### src/rtl/rv32i_types.sv
// Shared RV32I pipeline types. Holds the decoded-instruction record that moves from
// decode to rename/dispatch, and the instruction queue depth.
package rv32i_types;

   localparam int unsigned IQ_DEPTH = 16;

   typedef struct packed {
      logic        valid;
      logic [31:0] pc;
      logic [31:0] inst;
      logic [6:0]  opcode;
      logic [2:0]  funct3;
      logic [6:0]  funct7;
      logic [4:0]  rd_addr;
      logic [4:0]  rs1_addr;
      logic [4:0]  rs2_addr;
      logic [31:0] imm;
   } instruction_info_reg_t;

endpackage

### src/rtl/instr_queue.sv
// Circular FIFO of decoded instructions between decode and rename/dispatch.
// First-word-fall-through from flop storage; single-cycle flush; async active-low reset.
module instr_queue
   import rv32i_types::*;
#(
   parameter int unsigned DEPTH = IQ_DEPTH
) (
   input  logic                                     clk,
   input  logic                                     rst,
   input  logic                                     flush,
   input  logic                                     enq_valid,
   input  logic [$bits(instruction_info_reg_t)-1:0] enq_data,
   output logic                                     enq_ready,
   output logic                                     deq_valid,
   output logic [$bits(instruction_info_reg_t)-1:0] deq_data,
   input  logic                                     deq_ready,
   output logic [$clog2(DEPTH):0]                   count
);

   localparam int unsigned AW = $clog2(DEPTH);
   localparam int unsigned DW = $bits(instruction_info_reg_t);

   // Pointers carry one extra wrap bit above the index to tell full from empty.
   logic [AW:0]   r_head;
   logic [AW:0]   r_tail;
   logic [DW-1:0] r_mem [DEPTH];

   logic w_full;
   logic w_empty;
   logic w_enq_fire;
   logic w_deq_fire;

   always_comb begin
      w_empty    = (r_head == r_tail);
      w_full     = (r_head[AW-1:0] == r_tail[AW-1:0]) && (r_head[AW] != r_tail[AW]);
      w_enq_fire = enq_valid && !w_full && !flush;
      w_deq_fire = !w_empty && deq_ready && !flush;
   end

   always_ff @(posedge clk or negedge rst) begin
      if (!rst) begin
         r_head <= '0;
         r_tail <= '0;
      end else if (flush) begin
         r_head <= '0;
         r_tail <= '0;
      end else begin
         if (w_enq_fire) r_tail <= r_tail + 1'b1;
         if (w_deq_fire) r_head <= r_head + 1'b1;
      end
   end

   always_ff @(posedge clk or negedge rst) begin
      if (!rst) begin
         for (int i = 0; i < int'(DEPTH); i++) r_mem[i] <= '0;
      end else if (w_enq_fire) begin
         r_mem[r_tail[AW-1:0]] <= enq_data;
      end
   end

   always_comb begin
      enq_ready = !w_full;
      deq_valid = !w_empty;
      deq_data  = r_mem[r_head[AW-1:0]];
      count     = r_tail - r_head;
   end

endmodule

### config.mk
export PLATFORM = sky130hd
export DESIGN_NAME = instr_queue
export DESIGN_NICKNAME = d
export VERILOG_FILES = /design/src/rtl/rv32i_types.sv /design/src/rtl/instr_queue.sv
export SDC_FILE = /design/constraint.sdc
export NUM_CORES = 2
export LEC_CHECK = 0
export ABC_CLOCK_PERIOD_IN_PS = 6400
export CAP_MARGIN = 20
export CORE_ASPECT_RATIO = 0.7
export CORE_MARGIN = 4
export CORE_UTILIZATION = 60
export DETAILED_ROUTE_END_ITERATION = 16
export PLACE_DENSITY = 0.8
export SLEW_MARGIN = 20
export SYNTH_ARGS = -nofsm -noshare
export SYNTH_HDL_FRONTEND = slang
export SYNTH_SLANG_ARGS = --single-unit
### constraint.sdc
create_clock -name clk -period 6.4 [get_ports clk]
set_clock_uncertainty 0.15 [all_clocks]
set_input_delay 1.28 -clock clk [delete_from_list [all_inputs] [get_ports clk]]
set_output_delay 1.28 -clock clk [all_outputs]
set_load 0.05 [all_outputs]
==> metrics.md <==
| Metric | Value |
|---|---|
| Met1 Usage GRT | `41.8%` |
| Share of layout cells above drive strength 1 | `45.2%` |
| Worst-Margin Slew | `1.13 ns` |
| Setup crit end kind | `output pin` |
| Ys Warns | `0` |
| Met2 Resource Use GR | `46.0%` |
| Outcome | `complete, no violations` |
| Critical path, cell by cell | `and2_4, buf_12, a22oi_1, a32oi_1, o21ai_0, clkdlybuf4s50_1` |
| Gr usage total | `29.2%` |
| Die Span Y | `344 µm` |
| Slowest CP cell | `and2_4` |
| Cell count after synthesis | `5942` |
| Pin count of the biggest net entering global routing | `197` |
| Worst Hold Class | `primary input to asynchronous set/reset pin` |
| H-Tree Depth | `4` |
| DRC violations left | `0` |
| Period minus WS final | `6.03 ns` |
| Syn nets | `6086` |
| Cell Rows | `122` |
| Vias in the first global route | `57500` |
| Dpl ws | `1.32 ns` |
| Critical Path Max Stage Delay | `0.88 ns` |
| Crit Path Max Fanout | `50` |
| Leakage | `52.0 nW` |
| Total Wirelength | `243000 µm` |
| CTS tree | `done` |
| Post_cts resized | `0` |
| Clock-pin slew on the worst setup and hold paths | `0.06 ns` |
| DR iter-0 viols | `4574` |
| Clock buffer depth | `3` |
| Synth area leader | `dfrtp_1` |
| Pwr Density | `323 mW/mm²` |
| CTS hold repair buffers | `0` |
| Die width | `488 µm` |
| Final Hold Vio Count | `0` |
| RR Startpoint | `r_head[3]` |
| Critical Path Start | `r_head[2]` |
| Die Footprint | `0.168 mm²` |
| Post-Synthesis Cell Area | `0.0967 mm²` |
| Clk sinks | `2074` |
| Post-DP Area | `0.100 mm²` |
| Via Count | `54100` |
| First-pass GRT wire length | `370000 µm` |
| Worst Path Required | `4.97 ns` |
| Number of setup buffers added after CTS | `0` |
| Initial Util | `60.8%` |
| Fin crit share | `94.2%` |
| Drt first pass iters | `7` |
| Max Cap Violations | `0` |
| # port buffers | `269` |
| Drt wl/cell | `29.3 µm` |
| Initial antenna violation count | `33` |
| CTS root buf | `clkbuf_16` |
| Post-route setup slack | `0.370 ns` |
| Seq cells post-synth | `2074` |
| Core footprint | `0.159 mm²` |
| Synth cell types | `42` |
| Synth async-reset ratio | `100%` |
| Setup TNS | `0 ns` |
| CP Launch Type | `flip-flop` |
| FMAX | `166 MHz` |
| RSZ-0062 raised after global routing | `no` |
| Setup-violating endpoint count in the final report | `0` |
| Largest cells by area after synthesis | `dfrtp_1 54%, mux2_2 17%, mux4_2 9.0%` |
| Placer Congestion | `0.782` |
| I/O pin count | `270` |
| Gr busiest metal | `met2` |
| Area grow syn2layout | `10.3%` |
| Syn Area/Cell | `16.3 µm²` |
| Worst skew pair latency | `0.82 ns` |
| Gr ovfl total | `0` |
| Max Slew Vio Count | `0` |
| Met3 GRT Util | `5.94%` |
| Post-DR vias/cell | `6.53` |
| Cell area after layout | `0.107 mm²` |
| Register area share after synthesis | `53.7%` |
| Top cell type's share of synthesized area | `53.7%` |
| Critical path arrival | `4.60 ns` |
| Nets | `6137` |
| Maximum vdd drop | `0.000296 V` |
| Ys flop type | `dfrtp_1` |
| Detailed placement HPWL | `133000 µm` |
| Worst slew margin | `24.5%` |
| DRT antenna net count | `0` |
| CTS Buf Count | `191` |
| Post-synth EDFFs | `0` |
| Crit Path Class | `flip-flop to output pin` |
[registers in the layout, indices dropped and copies added (netlist names)]
name	flops
r_mem	2064
r_head	5
r_tail	5
[worst max-delay path: cells and delay by family, from the launching register on]
family / cells / cell delay [ns]
buffers and inverters: 2 / 1.25
AND/OR/NAND/NOR: 1 / 0.88
flip-flops: 1 / 0.82
AO/OA/AOI/OAI: 3 / 0.70
[cells in the final DEF, fill, tap and decap left out, drive strengths merged, types with 2 or more instances in the layout]
cell | netlist | layout
clkdlybuf4s50 | 0 | 268
xnor2 | 7 | 7
a22oi | 129 | 129
nor2 | 9 | 9
a21oi | 4 | 4
bufinv | 0 | 16
mux4 | 387 | 387
a21o | 2 | 2
xor2 | 5 | 5
inv | 9 | 13
dfrtp | 2074 | 2074
mux2 | 2064 | 2064
o21ai | 133 | 133
diode | 0 | 26
clkinv | 0 | 38
ha | 9 | 9
nand3 | 17 | 17
and4bb | 2 | 2
clkbuf | 227 | 288
nand2 | 2 | 2
clkinvlp | 0 | 4
mux2i | 388 | 388
o211ai | 3 | 3
a32oi | 129 | 129
buf | 330 | 147
[Yosys cell counts (all sizes together), types with 17 or more instances]
library cell / count
clkbuf: 227
dfrtp: 2074
mux2i: 388
mux2: 2064
mux4: 387
nand3: 17
buf: 330
a22oi: 129
a32oi: 129
o21ai: 133
[area by class of cell]
type / count / area [µm²]
antenna: 26 / 65.1
clock buffer: 288 / 5690
clock inverter: 62 / 769
fill: 10700 / 52400
inverter: 9 / 46.3
multi-input combinational: 3302 / 41000
sequential: 2074 / 51900
tap: 2108 / 2640
timing repair buffer: 415 / 4530
[kinds of logic after synthesis]
group,Yosys count,synth area share [%]
buf+inv,566,4.02
simple gates,40,0.356
flops,2074,53.7
compound gates,401,2.93
fa+ha+maj,10,0.137
mux,2839,38.8
xor+xnor,12,0.116
[worst paths after layout]
kind / endpoint / slack, ns / depth (start not counted)
worst max register to register: r_mem[580] / 1.42 / 8
min in group clk: r_mem[1083] / 0.34 / 1
max in group asynchronous: r_mem[704] / 4.18 / 3
worst max-delay path: deq_data[42] / 0.37 / 6
worst min register to register: r_mem[1083] / 0.34 / 1
worst min-delay path: r_mem[1204] / 0.26 / 1
[metrics by stage]
| step | std cells | util [%] | power, mW | hold slack [ns] |
|---|---|---|---|---|
| 3_5_place_dp | 7906 | 62.9 | 22.8 | 0.327 |
| 6_report | 8284 | 67.1 | 34.4 | 0.255 |
| 3_3_place_gp | 7906 | 62.9 | 22.7 | 0.318 |
| 2_1_floorplan | 5942 | - | 20.4 | 0.309 |
| 5_1_grt | 8269 | 67.1 | 35.7 | 0.277 |
| 4_1_cts | 8256 | 67.0 | 34.7 | 0.254 |
[layer usage]
layer | part of all wire (%) | routed length [µm]
met2 | 48 | 116000
met4 | 2.3 | 5640
met3 | 6.2 | 15000
met1 | 44 | 106000
met5 | 0.033 | 81
[power by group]
group	leakage (nW)	internal (mW)	switching, mW
combinational	20.6	3.69	4.10
sequential	28.2	14.2	0.670
clock	3.19	6.78	5.04
Power figures use the tool's default switching activity.
